==> src/rtl/alu_seq_pkg.sv <==
// Shared opcodes, FSM states and flag bit positions for the 4-bit ALU micro-sequencer.
package alu_seq_pkg;

   localparam logic [3:0] OP_ADD      = 4'h0;
   localparam logic [3:0] OP_ADC      = 4'h1;
   localparam logic [3:0] OP_SUB      = 4'h2;
   localparam logic [3:0] OP_SBC      = 4'h3;
   localparam logic [3:0] OP_AND      = 4'h4;
   localparam logic [3:0] OP_OR       = 4'h5;
   localparam logic [3:0] OP_XOR      = 4'h6;
   localparam logic [3:0] OP_NOT      = 4'h7;
   localparam logic [3:0] OP_SHL      = 4'h8;
   localparam logic [3:0] OP_SHR      = 4'h9;
   localparam logic [3:0] OP_INC      = 4'hA;
   localparam logic [3:0] OP_NAND_NOR = 4'hB;
   localparam logic [3:0] OP_LDI      = 4'hC;
   localparam logic [3:0] OP_MOV      = 4'hD;
   localparam logic [3:0] OP_CLRF     = 4'hE;
   localparam logic [3:0] OP_NOP      = 4'hF;

   typedef enum logic [1:0] {IDLE, EXEC, WB} state_t;

   localparam int unsigned FLAG_C  = 0;
   localparam int unsigned FLAG_B  = 1;
   localparam int unsigned FLAG_Z  = 2;
   localparam int unsigned FLAG_LT = 3;

   localparam logic [3:0] ALU_IDLE_MODE = 4'b1111;

   function automatic logic is_alu_op(input logic [3:0] op);
      return op <= OP_NAND_NOR;
   endfunction

endpackage

==> src/rtl/alu_regfile.sv <==
// 4x4 register file: two operand ports captured on accept, one write port, one combinational debug read.
module alu_regfile #(
   parameter int unsigned DATA_W = 4,
   parameter int unsigned REG_AW = 2
) (
   input  logic              clk,
   input  logic              rst_n,
   input  logic              rd_en,
   input  logic [REG_AW-1:0] ra_addr,
   input  logic [REG_AW-1:0] rb_addr,
   output logic [DATA_W-1:0] ra_q,
   output logic [DATA_W-1:0] rb_q,
   input  logic              we,
   input  logic [REG_AW-1:0] wa,
   input  logic [DATA_W-1:0] wd,
   input  logic [REG_AW-1:0] dbg_sel,
   output logic [DATA_W-1:0] dbg_data
);
   localparam int unsigned NREG = 1 << REG_AW;

   logic [DATA_W-1:0] regs_q [NREG];
   logic [DATA_W-1:0] regs_d [NREG];
   logic [DATA_W-1:0] ra_d, rb_d;

   always_comb begin
      regs_d = regs_q;
      ra_d   = ra_q;
      rb_d   = rb_q;
      if (we) regs_d[wa] = wd;
      if (rd_en) begin
         ra_d = regs_q[ra_addr];
         rb_d = regs_q[rb_addr];
      end
   end

   always_ff @(posedge clk or negedge rst_n) begin
      if (!rst_n) begin
         regs_q <= '{default: '0};
         ra_q   <= '0;
         rb_q   <= '0;
      end else begin
         regs_q <= regs_d;
         ra_q   <= ra_d;
         rb_q   <= rb_d;
      end
   end

   assign dbg_data = regs_q[dbg_sel];

endmodule

==> src/rtl/alu_seq.sv <==
// Micro-sequencer: accepts one instruction, drives the external ALU for one cycle, then writes back.
module alu_seq
   import alu_seq_pkg::*;
#(
   parameter int unsigned DATA_W = 4,
   parameter int unsigned REG_AW = 2
) (
   input  logic              clk,
   input  logic              rst_n,
   input  logic              instr_valid,
   input  logic [11:0]       instr_data,
   output logic              instr_ready,
   output logic [DATA_W-1:0] alu_a,
   output logic [DATA_W-1:0] alu_b,
   output logic [3:0]        alu_mode,
   output logic              alu_carry_f,
   output logic              alu_borrow_f,
   input  logic [DATA_W-1:0] alu_c,
   input  logic [3:0]        alu_flags,
   output logic              done,
   output logic [DATA_W-1:0] result,
   output logic [3:0]        flags_q,
   input  logic [REG_AW-1:0] dbg_sel,
   output logic [DATA_W-1:0] dbg_data
);
   state_t            state_q, state_d;
   logic [3:0]        op_q, op_d;
   logic [REG_AW-1:0] rd_q, rd_d;
   logic [DATA_W-1:0] imm_q, imm_d;
   logic [DATA_W-1:0] c_q, c_d;
   logic [3:0]        aflags_q, aflags_d;
   logic [3:0]        flags_d;
   logic [DATA_W-1:0] result_q, result_d;
   logic              accept, we;
   logic [DATA_W-1:0] wd;

   alu_regfile #(.DATA_W(DATA_W), .REG_AW(REG_AW)) u_regfile (
      .clk      (clk),
      .rst_n    (rst_n),
      .rd_en    (accept),
      .ra_addr  (instr_data[7:6]),
      .rb_addr  (instr_data[5:4]),
      .ra_q     (alu_a),
      .rb_q     (alu_b),
      .we       (we),
      .wa       (rd_q),
      .wd       (wd),
      .dbg_sel  (dbg_sel),
      .dbg_data (dbg_data)
   );

   always_comb begin
      state_d     = state_q;
      op_d        = op_q;
      rd_d        = rd_q;
      imm_d       = imm_q;
      c_d         = c_q;
      aflags_d    = aflags_q;
      flags_d     = flags_q;
      result_d    = result_q;
      accept      = 1'b0;
      we          = 1'b0;
      wd          = c_q;
      instr_ready = 1'b0;
      done        = 1'b0;
      alu_mode    = ALU_IDLE_MODE;
      case (state_q)
         IDLE: begin
            instr_ready = 1'b1;
            if (instr_valid) begin
               accept  = 1'b1;
               op_d    = instr_data[11:8];
               rd_d    = instr_data[7:6];
               imm_d   = instr_data[3:0];
               state_d = EXEC;
            end
         end
         EXEC: begin
            alu_mode = is_alu_op(op_q) ? op_q : ALU_IDLE_MODE;
            c_d      = alu_c;
            aflags_d = alu_flags;
            state_d  = WB;
         end
         WB: begin
            done    = 1'b1;
            state_d = IDLE;
            // Carry and borrow are sticky: only ADC/SBC may change them.
            if (is_alu_op(op_q)) begin
               we               = 1'b1;
               wd               = c_q;
               flags_d[FLAG_LT] = aflags_q[FLAG_LT];
               flags_d[FLAG_Z]  = aflags_q[FLAG_Z];
               if (op_q == OP_ADC) flags_d[FLAG_C] = aflags_q[FLAG_C];
               if (op_q == OP_SBC) flags_d[FLAG_B] = aflags_q[FLAG_B];
            end else if (op_q == OP_LDI) begin
               we = 1'b1;
               wd = imm_q;
            end else if (op_q == OP_MOV) begin
               we = 1'b1;
               wd = alu_b;
            end else if (op_q == OP_CLRF) begin
               flags_d[FLAG_B] = 1'b0;
               flags_d[FLAG_C] = 1'b0;
            end
            if (we) result_d = wd;
         end
         default: state_d = IDLE;
      endcase
   end

   always_ff @(posedge clk or negedge rst_n) begin
      if (!rst_n) begin
         state_q  <= IDLE;
         op_q     <= '0;
         rd_q     <= '0;
         imm_q    <= '0;
         c_q      <= '0;
         aflags_q <= '0;
         flags_q  <= '0;
         result_q <= '0;
      end else begin
         state_q  <= state_d;
         op_q     <= op_d;
         rd_q     <= rd_d;
         imm_q    <= imm_d;
         c_q      <= c_d;
         aflags_q <= aflags_d;
         flags_q  <= flags_d;
         result_q <= result_d;
      end
   end

   assign result       = result_q;
   assign alu_carry_f  = flags_q[FLAG_C];
   assign alu_borrow_f = flags_q[FLAG_B];

endmodule

==> config.mk <==
export PLATFORM = sky130hd
export DESIGN_NAME = alu_seq
export DESIGN_NICKNAME = d
export VERILOG_FILES = /design/src/rtl/alu_seq_pkg.sv /design/src/rtl/alu_regfile.sv /design/src/rtl/alu_seq.sv
export SDC_FILE = /design/constraint.sdc
export NUM_CORES = 1
export LEC_CHECK = 0
export ABC_AREA = 0
export CORE_MARGIN = 8
export CORE_UTILIZATION = 46
export DETAILED_ROUTE_END_ITERATION = 7
export PLACE_DENSITY = 0.77
export REMOVE_ABC_BUFFERS = 1
export SLEW_MARGIN = 20
export SYNTH_ARGS = -nofsm -noshare
export SYNTH_HDL_FRONTEND = slang
export SYNTH_SLANG_ARGS = --single-unit
==> constraint.sdc <==
create_clock -name clk -period 1.75 [get_ports clk]
set_clock_uncertainty 0.15 [all_clocks]
set_input_delay 0.175 -clock clk [delete_from_list [all_inputs] [get_ports clk]]
set_output_delay 0.175 -clock clk [all_outputs]
set_load 0.05 [all_outputs]
# == Word-level counts from Yosys, hierarchy flattened ==
# Cells that the tools add are included.
# word_totals
ff_bits,52
word_cells,81
# classes
magnitude_cmp,6
n_eq_ne,12
n_mux,35
bitwise,4
reduce_logical,8
# op_table
operator,n
4-bit two-way mux,13
4-bit binary-select mux with 2-bit select,3
16-bit bitwise mux,1
4-bit == test (second input constant),3
3-bit greater-or-equal comparator (second input constant),4
2-bit inverter with 3-bit output,4
1-bit two-way mux,11
2-bit two-way mux,5
5-bit AND reduction,2
4-bit demux with 2-bit select,1
2-bit inequality test (second input constant),3
2-bit AND reduction,3
4-bit by 1-bit == test with 1-bit output (second input constant),1
4-bit by 2-bit == test with 1-bit output (second input constant),1
4-bit less-or-equal comparator (second input constant),1
2-bit by 1-bit inequality test with 1-bit output (second input constant),2
2-bit one-hot mux with 2 select lines,1
3-bit by 1-bit < comparator with 1-bit output (second input constant),1
2-bit by 1-bit == test with 1-bit output (second input constant),1
2-bit == test (second input constant),1
2-bit zero test,1
2-bit nonzero test,1
1-bit logical AND,1

# == Logic depth before layout (Yosys ltp) ==
# logic_depth
depth_word,6
ltp_mapped,6

# == Modules after synthesis ==
# A second synthesis with hierarchy kept.
# hier_totals
cells_unflattened,199
area_unflattened_um2,2667.6
# modules_own_cells
mod,instances,cells_per_inst,area_each_um2,seq_area_each_um2
alu_seq,1,112,1438.9,700.7
alu_regfile,1,87,1228.7,600.6

# == Least setup slack after synthesis ==
# OpenSTA, ideal clock, no wires.
# synth_timing
kind,register to register
startpoint,register state_q[1]
endpoint,register op_q[2]
arrival_ps,2032
setup_slack_ps,-560
path_stages_with_launch,6
path_buffers,2
synth_period_minus_slack_ps,2310
cell_sequence,dfrtp_1 > nor2_1 > and2_1 > buf_2 > buf_2 > mux2_1
# synth_via
elab_chain_cells,2
# synth_rtl
item,line_no,rtl
"start, declared",alu_seq.sv:26,"state_t state_q, state_d;"
"start signal, assigned",alu_seq.sv:122,state_q <= state_d;
2-bit zero test,alu_seq.sv:67,case (state_q)
2-bit AND reduction (no line),--,
"end signal, assigned",alu_seq.sv:123,op_q <= op_d;
"end, declared",alu_seq.sv:27,"logic [3:0] op_q, op_d;"
# Every way passes these cells.
# A chain may end at the register's enable or synchronous reset.

# == Worst setup path in the final report ==
# layout_timing
startpoint,register op_q[3]
endpoint,output port alu_mode[0]
# layout_via
elab_chain_cells,3
# layout_rtl
item,line_no,rtl
4-bit less-or-equal comparator,alu_seq_pkg.sv:31,return op <= OP_NAND_NOR;
4-bit two-way mux,alu_seq.sv:79,alu_mode = is_alu_op(op_q) ? op_q : ALU_IDLE_MODE;
4-bit two-way mux,alu_seq.sv:67,
"end, declared",alu_seq.sv:15,"output logic [3:0] alu_mode,"
# Every way passes these cells.

==> results.cfg <==
[yosys]
yosys.area.top_type = dfrtp_1
synthTopCellsByArea = dfrtp_1, mux4_2, o31ai_1, mux2_2, mux2_1
synth_top_area_share_pct = 49.9
netlist_instances = 211
synth_area_um2 = 2610
synth-seq-cells = 52
ys_seq_area_share_pct = 49.9
yosys_warnings = 0
ys_types = 33
syn_area_per_cell_um2 = 12.4

[final_layout]
seq_area_um2 = 1300
drive_gt1_share_pct = 40.3
design_area_um2 = 3660
antennaDiodeCount = 0
final.fill_count = 392
final_common_cell = buf_4
multi_input_area_um2 = 1260
fin_util_pct = 66.5
final_cell_mix = buf_4, dfrtp_1, o31ai_1
fin_nets = 324
syn2layout_area_growth_pct = 40.5

[clocking]
clk_path_buf_depth = 2
cts_sinks = 52
htreeDepth = 2
cts_root_buf = clkbuf_8
clk_latency_ps = 310
cts_buffers = 5
clk_pin_slew_worst_paths_ps = 100
cts_tree = done

[floorplanning]
die_w_um = 91.3
die_h_um = 91.3
core-area_um2 = 5510
dieArea_um2 = 8330
initial_core_util_pct = 47.4
core.rowCount = 27
ios = 53

[placement]
numPortBuffers = 52
place_area_um2 = 3290
place_ws_ps = -194
hpwl_um = 4900
gp_congestion = 0.859

[global_route]
grt_pass1_wl_um = 11000
grt_max_degree = 38
overflow = 0
antenna_found_initial = 0
grt_pass1_vias = 2162
grtUsageTotal_pct = 16.3

[drt]
drt_wl_total_um = 6950
drt_iter0_drc = 179
ant_nets = 0
drc = 0
first_pass_iters = 4
detailroute.via_count = 2108
viasPerCell = 5.67
routedWlPerCell_um = 18.7

[timing]
period_needed_ps = 1820
fin_ws_ps = -72.2
timing.slew.headroom_pct = 72.1
worst_slew_pin_slew_ps = 419
rsz0062_at_grt = yes
hold_ws_ps = 173
min_period_over_period_pct = 104
final-max-slew-violation-count = 0
final-setup-viol-count = 3
final_hold_viol_count = 0
max_freq_ghz = 0.549

[job]
cap_viol_max_count = 0

[power]
leakage_nw = 1.63
ir_drop_mv = 1.02
powerDensity_nw_per_um2 = 1690

[setup_path]
crit_arrival_ps = 1500
worstPathRequired_ps = 1420
crit_path_end_kind = output port
start_kind = register
crit_fanout = 4
crit_type = register to output port

[run_status]
status = complete, but fails checks
violations = negative setup slack

[worst_hold_path]
min_path_type = input port to async pin
==> flip-flops by register name (all words and copies together), names as in the netlist, 4 cells and up <==
name / count
result: 4
u_regfile.regs_q: 16
aflags_q: 4
imm_q: 4
u_regfile.rb_q: 4
c_q: 4
op_q: 4
flags_q: 4
u_regfile.ra_q: 4
==> cell type report <==
cell class,count,area share [%]
sequential,52,35.5
tap,72,2.46
clock inverter,1,0.820
multi-input combinational,141,34.3
clock buffer,7,2.63
inverter,2,0.273
timing repair buffer,97,24.0
==> Yosys cell counts, drive strengths merged <==
cell and count:
buf 13, nand2 25, o21ai 1, nor2b 2, and3b 2, or4b 1
nor3 4, clkbuf 3, a22o 1, mux4 12, or3 6, o22ai 3
dfrtp 52, a21oi 5, or2 1, a2bb2oi 4, o31ai 32, nand3b 1
and2 3, nand2b 7, and3 1, nand4b 1, nor3b 1, o32ai 1
mux2 25, inv 2, nor2 2
==> report_power, final <==
part / switching, W / internal [W] / leakage (nW) / total [W]
Combinational: 0.00183 / 0.00145 / 0.922 / 0.00328
Sequential: 0.000353 / 0.00166 / 0.643 / 0.00202
Clock: 0.000394 / 0.000505 / 0.0645 / 0.000899
==> worst paths after layout <==
| check | start | to | slack (ps) | depth (start not counted) |
|---|---|---|---|---|
| worst max-delay path | op_q[3]$_DFFE_PN0P_ | alu_mode[0] | -70 | 4 |
| worst min-delay path | rst_n | result[1]$_DFFE_PN0P_ | 170 | 2 |
| worst max register to register | op_q[3]$_DFFE_PN0P_ | u_regfile.regs_q[12]$_DFFE_PN0P_ | 0 | 5 |
| worst min register to register | aflags_q[2]$_DFFE_PN0N_ | aflags_q[2]$_DFFE_PN0N_ | 330 | 2 |
| max in group asynchronous | rst_n | imm_q[3]$_DFFE_PN0P_ | 750 | 3 |
| min in group clk | alu_c[2] | c_q[2]$_DFFE_PN0N_ | 230 | 3 |
==> routing by layer <==
metal	routed length, um	share of wire [%]	GRT usage [%]
met1	2910	42	21.1
met2	3450	50	26.3
met3	505	7.3	4.03
met4	91	1.3	5.18
met5	0	0	0
==> through the flow <==
step                      setup TNS, ps  power (W)  std cells
after CTS                          -159    0.00593        359
after global routing               -307    0.00649        372
after detailed placement          -2290    0.00491        342
after global placement            -1700    0.00483        342
final                              -138    0.00620        372
after floorplan                  -13720    0.00385        195
==> worst max-delay path, cell delays in order, from the launching register on <==
cell and delay (ps):
dfrtp_1 420, buf_6 140, and2_4 150, or3_4 330
buf_6 160
==> repair_timing <==
item | CTS | global route
resized for setup | 7 | 12
endpoints found under the hold margin | 52 | 0
buffers inserted | 8 | 13
pin swaps | 0 | 0
hold buffers | 1 | 0
cloned | 0 | 0
endpoints found under the setup margin | 24 | 16
==> cells by family (layout without fill, tap and decap cells) <==
logic type             after synthesis  after routing  share of synthesized area (%)
AOI/OAI and AO/OA                   47             47                           13.1
muxes                               37             37                           21.2
buffers and inverters               18            107                           4.03
DFF                                 52             52                           49.9
and+or+nand+nor                     57             57                           11.8
No activity file was read; power rests on OpenSTA's default activity.
